--- src/rtl/shared_adder_arbiter_pkg.sv ---
// Shared types and constants for the shared-adder arbiter.
// Requester count, index width, result-register state and pointer reset value.
package shared_adder_arbiter_pkg;

  localparam int N_REQ = 8;
  localparam int ID_W  = 3;

  localparam logic [ID_W-1:0] LAST_RST = 3'd7;

  typedef enum logic {
    EMPTY = 1'b0,
    FULL  = 1'b1
  } state_t;

endpackage

--- src/rtl/rr_pick8.sv ---
// Round-robin pick among 8 requests; search starts just after last.
// Ports: req (8), last (3) in; oh (one-hot), idx (3), any out.
module rr_pick8
  import shared_adder_arbiter_pkg::*;
(
  input  logic [N_REQ-1:0] req,
  input  logic [ID_W-1:0]  last,
  output logic [N_REQ-1:0] oh,
  output logic [ID_W-1:0]  idx,
  output logic             any
);

  logic [ID_W-1:0]    start;
  logic [2*N_REQ-1:0] dbl;
  logic [N_REQ-1:0]   rot;
  logic [ID_W-1:0]    off;
  logic               found;

  assign start = last + 3'd1;
  assign dbl   = {req, req};
  // rot[k] is the request k places after start
  assign rot   = dbl[start +: N_REQ];

  always_comb begin
    off   = '0;
    found = 1'b0;
    for (int k = 0; k < N_REQ; k++) begin
      if (!found && rot[k]) begin
        off   = ID_W'(k);
        found = 1'b1;
      end
    end
  end

  assign any = |req;
  assign idx = start + off;
  assign oh  = any ? (N_REQ'(1) << idx) : '0;

endmodule

--- src/rtl/shared_adder_arbiter.sv ---
// Round-robin sharing of one adder among 8 requesters, registered result.
// Ports: clk, reset (async high), req/req_a/req_b, gnt, rsp_* valid/ready.
module shared_adder_arbiter
  import shared_adder_arbiter_pkg::*;
#(
  parameter int WIDTH = 32
) (
  input  logic                   clk,
  input  logic                   reset,
  input  logic [N_REQ-1:0]       req,
  input  logic [N_REQ*WIDTH-1:0] req_a,
  input  logic [N_REQ*WIDTH-1:0] req_b,
  output logic [N_REQ-1:0]       gnt,
  output logic                   rsp_valid,
  output logic [ID_W-1:0]        rsp_id,
  output logic [WIDTH-1:0]       rsp_sum,
  output logic                   rsp_carry,
  input  logic                   rsp_ready
);

  state_t            state, state_nxt;
  logic [ID_W-1:0]   last;
  logic [ID_W-1:0]   pick_idx;
  logic [N_REQ-1:0]  pick_oh;
  logic              pick_any;
  logic              can_accept;
  logic              take;
  logic [WIDTH-1:0]  a_sel, b_sel;
  logic [WIDTH:0]    sum;

  rr_pick8 u_pick (
    .req  (req),
    .last (last),
    .oh   (pick_oh),
    .idx  (pick_idx),
    .any  (pick_any)
  );

  // A full register can refill in the same cycle it drains
  assign can_accept = (state == EMPTY) || rsp_ready;
  // Reset masks the grant so the requester stays pending
  assign take       = can_accept && pick_any && !reset;
  assign gnt        = take ? pick_oh : '0;

  assign a_sel = req_a[int'(pick_idx)*WIDTH +: WIDTH];
  assign b_sel = req_b[int'(pick_idx)*WIDTH +: WIDTH];
  assign sum   = {1'b0, a_sel} + {1'b0, b_sel};

  assign rsp_valid = (state == FULL);

  always_comb begin
    state_nxt = state;
    if (take) begin
      state_nxt = FULL;
    end else if (rsp_ready) begin
      state_nxt = EMPTY;
    end
  end

  always_ff @(posedge clk or posedge reset) begin
    if (reset) begin
      state <= EMPTY;
      last  <= LAST_RST;
    end else begin
      state <= state_nxt;
      if (take) last <= pick_idx;
    end
  end

  always_ff @(posedge clk or posedge reset) begin
    if (reset) begin
      rsp_id    <= '0;
      rsp_sum   <= '0;
      rsp_carry <= 1'b0;
    end else if (take) begin
      rsp_id    <= pick_idx;
      rsp_sum   <= sum[WIDTH-1:0];
      rsp_carry <= sum[WIDTH];
    end
  end

endmodule

--- config.mk ---
export PLATFORM = sky130hd
export DESIGN_NAME = shared_adder_arbiter
export DESIGN_NICKNAME = d
export VERILOG_FILES = /design/src/rtl/shared_adder_arbiter_pkg.sv /design/src/rtl/rr_pick8.sv /design/src/rtl/shared_adder_arbiter.sv
export SDC_FILE = /design/constraint.sdc
export NUM_CORES = 1
export LEC_CHECK = 0
export CAP_MARGIN = 20
export CORE_AREA = 2 2 221 223
export CTS_BUF_LIST = sky130_fd_sc_hd__clkbuf_4 sky130_fd_sc_hd__clkbuf_8
export DETAILED_ROUTE_END_ITERATION = 7
export DIE_AREA = 0 0 223 225
export PLACE_DENSITY_LB_ADDON = 0.25
export RECOVER_POWER = 25
export SYNTH_ARGS = -nofsm -noshare
export SYNTH_HDL_FRONTEND = slang
export SYNTH_HIERARCHICAL = 1
export SYNTH_SLANG_ARGS = --single-unit
--- constraint.sdc ---
create_clock -name clk -period 8.5 [get_ports clk]
set_input_delay 2.125 -clock clk [delete_from_list [all_inputs] [get_ports clk]]
set_output_delay 2.125 -clock clk [all_outputs]
set_load 0.05 [all_outputs]
Word-level counts from Yosys, hierarchy flattened
Cells that the tools add are included.
W data, S select, Z words.

cells by class
  $add $sub $neg = 3
  shift operators = 4
  muxes and demuxes = 18
  bitwise operators = 1
  reductions and logical operators = 20

operator list
  cell                   count
  $shiftx A256 B9 Y32    2
  $add A32 B32 Y33       1
  $mux W8                2
  $shiftx A16 B4 Y8      1
  $mux W3                4
  $mux W1                10
  $logic_and A1 B1 Y1    9
  $logic_not A1 Y1       8
  $reduce_or A8 Y1       1
  $shl A1 B3 Y8 const A  1
  $mux W2                2
  $add A3 B1 Y3 const B  1
  $add A3 B3 Y3          1
  $reduce_bool A2 Y1     1
  $logic_or A1 B1 Y1     1
  $not A1 Y1             1

storage, ports and cells
  register bits = 40
  input port bits = 523

Depth between registers and ports, before layout
Gate-level depths: netlist (run 1).

  word-level depth = 28
  gate-level depth with buffers = 28

Cells and area by module
Netlist (run 1), hierarchy kept.

modules (own cells, without submodules)
  module                instances  cells an instance  area an instance (µm²)  seq. area each (µm²)
  shared_adder_arbiter  1          603                6880.3                  1004.7
  rr_pick8              1          74                 595.6                   0.0

Worst setup path before layout (run 1)
Ideal clock, no wire load.

  path type = input to register
  start = input port req[3]
  end = register rsp_sum[30]
  setup time = 131 ps
  data arrival time = 7182 ps
  setup slack = 1187 ps
  stages on the path = 25
  path through = mux2_1 > a21oi_1 > o22ai_1 > a311oi_1 > nor2_1 > ha_1 > inv_1 > fa_1 > inv_1 > clkbuf_1 > buf_1 > mux4_2 > mux2_2 > ha_1 > inv_1 > fa_1 > nor2b_1 > o31a_1 > o21ai_2 > nand3_2 > o41a_1 > a221o_1 > a31oi_2 > xor2_1 > o21ai_1

between the ends
  cells in the longest elaborated chain, start to end = 26

RTL lines
  element                                 RTL line                                                RTL
  start, declared                         shared_adder_arbiter.sv:10                              input logic [N_REQ-1:0] req,
  $shiftx A16 B4 Y8 *                     rr_pick8.sv:22                                          assign rot = dbl[start +: N_REQ];
  $mux W1                                 rr_pick8.sv:28                                          if (!found && rot[k]) begin
  $logic_not A1 Y1                        rr_pick8.sv:28
  $logic_and A1 B1 Y1                     rr_pick8.sv:28
  $mux W1                                 rr_pick8.sv:28
  $logic_not A1 Y1                        rr_pick8.sv:28
  $logic_and A1 B1 Y1                     rr_pick8.sv:28
  $mux W1                                 rr_pick8.sv:28
  [11 not listed]                         n/a
  $mux W1                                 rr_pick8.sv:28
  $logic_not A1 Y1                        rr_pick8.sv:28
  $logic_and A1 B1 Y1                     rr_pick8.sv:28
  $mux W3 *                               rr_pick8.sv:28
  $add A3 B3 Y3 *                         rr_pick8.sv:36                                          assign idx = start + off;
  net pick_idx[1]                         shared_adder_arbiter.sv:23                              logic [ID_W-1:0] pick_idx;
  $shiftx A256 B9 Y32 (on tied branches)  shared_adder_arbiter.sv:45, shared_adder_arbiter.sv:46
  $add A32 B32 Y33 *                      shared_adder_arbiter.sv:47                              assign sum = {1'b0, a_sel} + {1'b0, b_sel};
  end signal, assigned                    shared_adder_arbiter.sv:77                              rsp_sum <= sum[WIDTH-1:0];
  end, declared                           shared_adder_arbiter.sv:16                              output logic [WIDTH-1:0] rsp_sum,

The timed path passes the listed nets; every way through them passes the cells marked *.
A chain may end at the register's enable or synchronous reset.

Worst setup path in the final report (run 1)
  start = input port req[0]
  end = output port gnt[7]

between the ends
  cells in the longest elaborated chain, start to end = 27

RTL lines
  element              RTL line                    RTL
  $shiftx A16 B4 Y8 *  rr_pick8.sv:22
  $mux W1              rr_pick8.sv:28
  $logic_not A1 Y1     rr_pick8.sv:28
  $logic_and A1 B1 Y1  rr_pick8.sv:28
  $mux W1              rr_pick8.sv:28
  $logic_not A1 Y1     rr_pick8.sv:28
  $logic_and A1 B1 Y1  rr_pick8.sv:28
  $mux W1              rr_pick8.sv:28
  [13 not listed]      n/a
  $logic_and A1 B1 Y1  rr_pick8.sv:28
  $mux W3 *            rr_pick8.sv:28
  $add A3 B3 Y3 *      rr_pick8.sv:36
  net pick_idx[2]      shared_adder_arbiter.sv:23
  $shl A1 B3 Y8 *      rr_pick8.sv:37              assign oh = any ? (N_REQ'(1) << idx) : '0;
  $mux W8 *            rr_pick8.sv:37
  net pick_oh[7]       shared_adder_arbiter.sv:24  logic [N_REQ-1:0] pick_oh;
  $mux W8 *            shared_adder_arbiter.sv:43  assign gnt = take ? pick_oh : '0;
  end, declared        shared_adder_arbiter.sv:13  output logic [N_REQ-1:0] gnt,

Marks and branches as above.

==> flow_metrics.tcl, run 1 <==
set metrics [dict create \
    numCtsBuffers 5 \
    fin_nets 1770 \
    layout_commonest_cell "clkdlybuf4s50_1" \
    crit_type "in2out" \
    setup_ws_ps 437.7 \
    layout-drive-gt1-share 0.2030 \
    vias 8050 \
    grt_max_degree 53 \
    finalSetupTns_ps 0 \
    yosysSeqAreaShare 0.1344 \
    cts_resized 0 \
    chipHeight_microns 225 \
    ctsLongestPathBuffers 2 \
    diodes 0 \
    htree_num_levels 2 \
    ys_async_sr_fraction 1.000 \
    gp_congestion 0.8034 \
    min_path_type "reg2reg" \
    grt.overflow.total 0 \
    period_needed_ps 8062 \
    rr_startpoint "last[0]$_DFFE_PP1P_" \
    clock-root-buffer "clkbuf_8" \
    post-cts-setup-buffers 0 \
    setup_viol 0 \
    muxShareOfSynthArea 0.5076 \
    num_rows 80 \
    skew_ps 8.074 \
    cp-start-kind "input port" \
    endpoint_kind "output port" \
    dp_slack_ps 259.0 \
    clkSinkCount 40 \
    initial_core_util 0.1572 \
    hold_slack_ps 474.3 \
    hold_path_end "last[1]$_DFFE_PP1P_" \
    status "completed" \
    seq_area_sq_um 1005 \
    area.growth.synth_to_final_pct 87.78 \
    grt_pass1_wl_mm 54.44 \
    finalHoldViolCount 0 \
    netlist_instances 677 \
    cts.clk_slew.worst_paths_ps 100 \
    fill_cells 4848 \
    post-dp-hpwl_mm 31.52 \
    antenna_found_initial 0 \
    yosysWarnings 6 \
    arrival_ps 5940 \
    port_buffers 567 \
    required_ps 6380 \
    worst_pin_slew_ps 794.4 \
    drt_wl_total_mm 36.61 \
    grt_setup_unrepaired "no" \
    clk-insertion-delay-late_ps 320 \
    synth_edf_count 0 \
    ys_ff_latch 40 \
    yosys.area_share.simple 0.09958 \
    grtUsageTotal 0.1413 \
    dieArea_sq_um 50180 \
    final_max_slew_viol_count 0 \
    synth-compound-area-share 0.1203 \
    grt_pass1_vias 8818 \
    layout_common_cells "558 x clkdlybuf4s50_1, 130 x mux4_2, 73 x nand2_1, 64 x mux2_2, 40 x o21ai_0" \
    worst_r2r_path_depth 24 \
    ant_nets 0 \
    ios 568 \
    die_w_microns 223 \
    coreArea_sq_um 47550 \
    synth-xor-area-share 0.03983 \
    synth_fp_nets 1236 \
    r2r_setup_slack_ps 1570 \
    cts_tree "yes" \
    ctsHoldBuffers 0 \
    wl_per_cell_microns 20.04 \
    drv_cap 0 \
    timing.fmax_mhz 124.0 \
    drc 0 \
    post_synth.cell_area_avg_sq_um 11.04 \
    ys_types 64 \
    syn-cell-area_sq_um 7476 \
    drt_iter0_drc 369 \
    hold_path.startpoint "last[1]$_DFFE_PP1P_" \
    hold-path-cell-count 2 \
    relSlewSlack 0.4704 \
    synth_fa_ha_area_frac 0.06226 \
    drtPass1Iterations 4 \
    synth_top_family_by_area "multiplexers" \
    cp_max_fo 43 \
    synth_flop_cell "dfrtp_1" \
    vias_per_cell 4.406 \
    r2r-end "rsp_sum[29]$_DFFE_PP0P_" \
    multi_input_comb_area_sq_um 6231 \
    period_share 0.9485 \
]
==> worst max-delay path by stage <==
stage / from / end
after floorplan: req[3] / rsp_sum[30]$_DFFE_PP0P_
after global placement: req[6] / rsp_sum[29]$_DFFE_PP0P_
after detailed placement: req[0] / rsp_sum[29]$_DFFE_PP0P_
after CTS: req[6] / gnt[7]
after global routing: req[6] / gnt[5]
final: req[0] / gnt[7]
==> synth_stat cells, drive strengths merged, types with 4 or more instances <==
master | instances | area share
clkbuf | 34 | 0.017
nor2 | 19 | 0.0095
xnor2 | 14 | 0.017
and2 | 8 | 0.0067
a211oi | 4 | 0.0040
mux4 | 130 | 0.39
mux2 | 66 | 0.099
o211ai | 5 | 0.0057
a21oi | 31 | 0.021
nor2b | 7 | 0.0059
nand4 | 10 | 0.0084
dfrtp | 37 | 0.12
ha | 34 | 0.057
nand3 | 10 | 0.0074
o21ai | 47 | 0.032
mux2i | 12 | 0.017
xor2 | 17 | 0.022
inv | 11 | 0.0055
nand2b | 7 | 0.0059
buf | 22 | 0.013
nand2 | 73 | 0.037
a31oi | 8 | 0.0075
a21o | 23 | 0.023
==> routing by layer <==
metal | wire length [microns] | GRT usage
met5 | 5 | 0
met2 | 19670 | 0.2702
met4 | 446 | 0.02078
met1 | 14320 | 0.1635
met3 | 2173 | 0.03038
==> worst max-delay path, stage by stage <==
cell and delay, ps:
clkdlybuf4s50_1 460, mux2i_1 410, mux2i_1 180, nand2b_1 200, o21ai_0 210, a21oi_1 110, nor2_1 180, ha_4 150
inv_1 40, fa_1 400, xnor2_1 390, xnor2_4 270, buf_12 290, nor3b_2 190, and2_1 180, buf_12 150
==> registers in the layout, summed over array words and instances, names as in the netlist <==
signal	flops
rsp_sum	32
last	3
rsp_id	3
rsp_carry	1
rsp_valid	1
==> area by class of cell <==
type                       count  area share
tap                          615     0.05481
sequential                    40     0.07157
clock inverter                 3    0.003030
multi-input combinational    570      0.4438
inverter                      11    0.003298
clock buffer                   5    0.004902
timing repair buffer         583      0.4185
==> through the flow <==
| step | std cells | cell area, sq um | utilization |
|---|---|---|---|
| 2_1_floorplan | 677 | 7476 | - |
| 3_3_place_gp | 1819 | 13930 | 0.2929 |
| 5_1_grt | 1827 | 14040 | 0.2953 |
| 6_report | 1827 | 14040 | 0.2953 |
| 4_1_cts | 1827 | 14040 | 0.2953 |
| 3_5_place_dp | 1819 | 13930 | 0.2929 |
==> cell families after synthesis <==
logic type	Yosys count
muxes	208
adders and majority gates	36
and+or+nand+nor	154
buffers and inverters	67
DFF	40
xor gates and xnor gates	31
AOI/OAI and AO/OA	141
Power of run 1 is not shown: default switching activity piles up to over one toggle a cycle in this logic, so the estimate is an artifact.
==> inputs of run 2 (changes only) <==
Settings changed: PLACE_DENSITY set to 0.54, PLACE_DENSITY_LB_ADDON 0.25 to not set.
==> run 2 against run 1 <==
The flow now finishes with violations (capacitance limit, slew limit). Final cell count about the same. Worst hold slack worse by 5.3 ps. Via count about the same. First-iteration DRC count down 30%. Critical path depth down 2. Sequential cell count unchanged. Routed wire length up 0.42%. Critical endpoint is now gnt[1].
==> flow_metrics.tcl, run 2 (synthesized netlist as in run 1, its figures left out) <==
set metrics [dict create \
    coreArea_sq_um 47550 \
    fin_nets 1768 \
    dieArea_sq_um 50180 \
    vias 8056 \
    num_rows 80 \
    gp_congestion 0.7956 \
    drt_iter0_drc 259 \
    vias_per_cell 4.407 \
    finalHoldViolCount 0 \
    grt_setup_unrepaired "no" \
    ctsHoldBuffers 0 \
    grt.overflow.total 0 \
    drtPass1Iterations 4 \
    cts_tree "yes" \
    cts.clk_slew.worst_paths_ps 90 \
    final_max_slew_viol_count 43 \
    r2r_setup_slack_ps 1580 \
    die_w_microns 223 \
    worst_pin_slew_ps 2616 \
    numCtsBuffers 5 \
    hold_slack_ps 469.0 \
    cp-start-kind "input port" \
    multi_input_comb_area_sq_um 6231 \
    stdcell_count 1828 \
    violations "capacitance limit, slew limit" \
    finalSetupTns_ps 0 \
    htree_num_levels 2 \
    layout_commonest_cell "clkdlybuf4s50_1" \
    post-cts-setup-buffers 0 \
    grt_pass1_wl_mm 54.14 \
    initial_core_util 0.1572 \
    status "complete, but fails checks" \
    skew_ps 9.112 \
    wl_per_cell_microns 20.11 \
    clk-insertion-delay-late_ps 320 \
    reg_top3 "rsp_sum x32, last x3, rsp_id x3" \
    crit_type "in2out" \
    layout-drive-gt1-share 0.1992 \
    final_area_sq_um 13970 \
    top_register "rsp_sum" \
    clock-root-buffer "clkbuf_8" \
    period_needed_ps 8175 \
    relSlewSlack -0.7440 \
    drv_cap 1 \
    required_ps 6380 \
    port_buffers 567 \
    period_share 0.9617 \
    fill_cells 4965 \
    cp_max_fo 17 \
    drc 0 \
    dpl_cell_area_sq_um 13880 \
    placed_cells 1817 \
    setup_viol 0 \
    endpoint_kind "output port" \
    seq_area_sq_um 1005 \
    ant_nets 0 \
    drt_wl_total_mm 36.76 \
    timing.fmax_mhz 122.3 \
    area.growth.synth_to_final_pct 86.90 \
    min_path_type "reg2reg" \
    grtUsageTotal 0.1416 \
    post-dp-hpwl_mm 32.32 \
    clkSinkCount 40 \
    ios 568 \
    arrival_ps 6050 \
    chipHeight_microns 225 \
    layout_common_cells "559 x clkdlybuf4s50_1, 130 x mux4_2, 73 x nand2_1, 64 x mux2_2, 40 x o21ai_0" \
    grt_max_degree 58 \
    grt_pass1_vias 9036 \
    cts_resized 0 \
    ctsLongestPathBuffers 2 \
    antenna_found_initial 4 \
    largest_reg_flops 32 \
]
## run 2: cell types whose count changed in the layout (fill, tap and decap cells not counted), sizes merged
cell,before,now
dlymetal6s2s,0,1
buf,24,19
clkbuf,5,7
diode,0,3
bufinv,1,0
clkinv,2,1
clkdlybuf4s50,558,559
inv,10,11
## run 2: routing by layer
| metal | track usage | up-vias | share of wire | wire length (microns) |
|---|---|---|---|---|
| li1 | - | 3789 | - | - |
| met1 | 0.1596 | 3892 | 0.38 | 14140 |
| met2 | 0.2677 | 345 | 0.53 | 19440 |
| met3 | 0.03442 | 28 | 0.071 | 2608 |
| met4 | 0.03183 | 2 | 0.015 | 568 |
| met5 | 0 | - | 0.00033 | 12 |
## run 2: critical path, cell delays in order
cell and delay, ps:
clkdlybuf4s50_1 460, mux2i_1 390, mux2i_1 170, nor2_1 240, a311oi_1 130, nor2_1 190, ha_4 140, inv_1 40
fa_1 390, xnor2_1 400, xnor2_4 270, nor2_1 150, and2_1 130, clkdlybuf4s50_1 820
## run 2: metrics by stage
stage	setup slack [ps]	utilization
2_1_floorplan	1187	-
3_3_place_gp	375.4	0.2919
3_5_place_dp	281.9	0.2919
4_1_cts	314.8	0.2937
5_1_grt	6.265	0.2939
6_report	325.4	0.2939
## run 2: final cells by class
type                    instances  area share
clock inverters                 2   0.0008955
multi-input cells             570      0.4460
well taps                     615     0.05507
flip-flops and latches         40     0.07191
diodes                          3   0.0005373
clock buffers                   6    0.005463
inverters                      11    0.003134
repair buffers                581      0.4170
## run 2: worst paths after layout
check	from	to	cells past startpoint
worst max register to register	last[0]$_DFFE_PP1P_	rsp_sum[29]$_DFFE_PP0P_	24
worst min register to register	last[1]$_DFFE_PP1P_	last[1]$_DFFE_PP1P_	2
worst min-delay path	last[1]$_DFFE_PP1P_	last[1]$_DFFE_PP1P_	2
min in group asynchronous	reset	rsp_sum[12]$_DFFE_PP0P_	3
max in group asynchronous	reset	rsp_sum[22]$_DFFE_PP0P_	3
worst max-delay path	req[4]	gnt[1]	14
Power of run 2 is left out for the same reason.
==> inputs of run 3 (changes only) <==
Settings changed: CELL_PAD_IN_SITES_DETAIL_PLACEMENT set to 0, CELL_PAD_IN_SITES_GLOBAL_PLACEMENT set to 2, CORE_AREA 2 2 221 223 to 2 2 220 222, DIE_AREA 0 0 223 225 to 0 0 222 224, PLACE_DENSITY 0.54 to 0.81.
==> run 3 against run 2 <==
The run ends with DRC, capacitance limit, slew limit left. Sequential share of layout area hardly changed. Clock skew is 3.1 ps higher. Non-clock buffer count increased by 4. Global-route usage is 0.089 points lower. Cell area grew 0.66%. Setup slack improved by 190 ps. Highest routed layer is now met4.
==> flow_metrics.tcl, run 3 (synthesized netlist as in run 1, its figures left out) <==
set metrics [dict create \
    status "complete, but fails checks" \
    top_register "rsp_sum" \
    layout_common_cells "558 x clkdlybuf4s50_1, 130 x mux4_2, 73 x nand2_1, 64 x mux2_2, 40 x o21ai_0" \
    grt_max_degree 50 \
    arrival_ps 5860 \
    grt_pass1_wl_mm 53.52 \
    initial_core_util 0.1579 \
    hold_slack_ps 467.4 \
    die_w_microns 222 \
    numCtsBuffers 5 \
    timing.fmax_mhz 125.2 \
    coreArea_sq_um 47350 \
    cts_tree "yes" \
    vias 8137 \
    relSlewSlack -0.7933 \
    endpoint_kind "output port" \
    crit_type "in2out" \
    fin_nets 1772 \
    drt_iter0_drc 364 \
    violations "DRC, capacitance limit, slew limit" \
    min_path_type "reg2reg" \
    skew_ps 12.25 \
    clkSinkCount 40 \
    layout_commonest_cell "clkdlybuf4s50_1" \
    num_rows 80 \
    ctsHoldBuffers 0 \
    post-cts-setup-buffers 0 \
    cp_max_fo 43 \
    required_ps 6380 \
    grtUsageTotal 0.1407 \
    ant_nets 0 \
    htree_num_levels 2 \
    cp_cell_sequence "clkdlybuf4s50_1 -> mux2i_1 -> mux2i_1 -> nand2b_1 -> o21ai_0 -> a21oi_1 -> nor2_1 -> ha_4 -> inv_1 -> fa_1 -> xnor2_1 -> xnor2_4 -> buf_12 -> nor3b_2 -> and2_1 -> buf_12" \
    chipHeight_microns 224 \
    post-dp-hpwl_mm 31.37 \
    reg_top3 "rsp_sum x32, last x3, rsp_id x3" \
    drtPass1Iterations 6 \
    worst_pin_slew_ps 2690 \
    grt_pass1_vias 8766 \
    setup_ws_ps 512.6 \
    layout-drive-gt1-share 0.2035 \
    final_area_sq_um 14060 \
    setup_viol 0 \
    grt.overflow.total 0 \
    ios 568 \
    final_max_slew_viol_count 43 \
    cts.clk_slew.worst_paths_ps 100 \
    dieArea_sq_um 49730 \
    drt_wl_total_mm 36.23 \
    drc 1 \
    slowest_delay_ps 450 \
    cp_slowest_cell "clkdlybuf4s50_1" \
    gp_congestion 0.8399 \
    grt_setup_unrepaired "no" \
    period_needed_ps 7987 \
    port_buffers 567 \
    clk-insertion-delay-late_ps 330 \
    vias_per_cell 4.446 \
    wl_per_cell_microns 19.80 \
    dpl_cell_area_sq_um 13950 \
    dp_slack_ps 238.8 \
    period_share 0.9397 \
    ctsLongestPathBuffers 2 \
    clock-root-buffer "clkbuf_8" \
    drv_cap 1 \
    largest_reg_flops 32 \
    antenna_found_initial 1 \
    finalSetupTns_ps 0 \
    area.growth.synth_to_final_pct 88.13 \
    finalHoldViolCount 0 \
    cp-start-kind "input port" \
    cts_resized 0 \
]
run 3: worst paths after layout:
path	to	cells after the start	startpoint	slack, ps
min in group asynchronous	rsp_valid$_DFFE_PP0P_	3	reset	3290
setup reg to reg	rsp_sum[31]$_DFFE_PP0P_	24	last[0]$_DFFE_PP1P_	1510
hold reg to reg	last[1]$_DFFE_PP1P_	2	last[1]$_DFFE_PP1P_	470
max in group asynchronous	rsp_sum[28]$_DFFE_PP0P_	3	reset	3660
hold / removal	last[1]$_DFFE_PP1P_	2	last[1]$_DFFE_PP1P_	470
setup / recovery	gnt[7]	16	req[0]	510
run 3: through the flow:
step	cells	utilization
detailed placement	1821	0.2947
CTS	1829	0.2971
finish	1830	0.2971
global placement	1821	0.2947
global route	1830	0.2971
floorplan	677	-
run 3: area by class of cell:
class,instances,area [sq um]
Antenna cell,1,2.502
Clock buffer,6,76.32
Multi-Input combinational cell,570,6231
Inverter,11,46.29
Clock inverter,2,35.03
Fill cell,4955,33280
Tap cell,615,769.5
Timing Repair Buffer,585,5899
Sequential cell,40,1005
run 3: worst max-delay path, delay by kind of cell:
family / cells / cell delay, ps
buffers and inverters: 4 / 920
AND/OR/NAND/NOR: 4 / 780
XOR/XNOR: 2 / 660
multiplexers: 2 / 570
adder cells (fa/ha/maj): 2 / 530
AO/OA/AOI/OAI: 2 / 260
run 3: routing by layer:
layer	global-route usage	part of all wire
met5	0	0
met4	0.02289	0.0099
met3	0.03082	0.061
met2	0.2604	0.52
met1	0.1685	0.41
Power of run 3 is left out for the same reason.
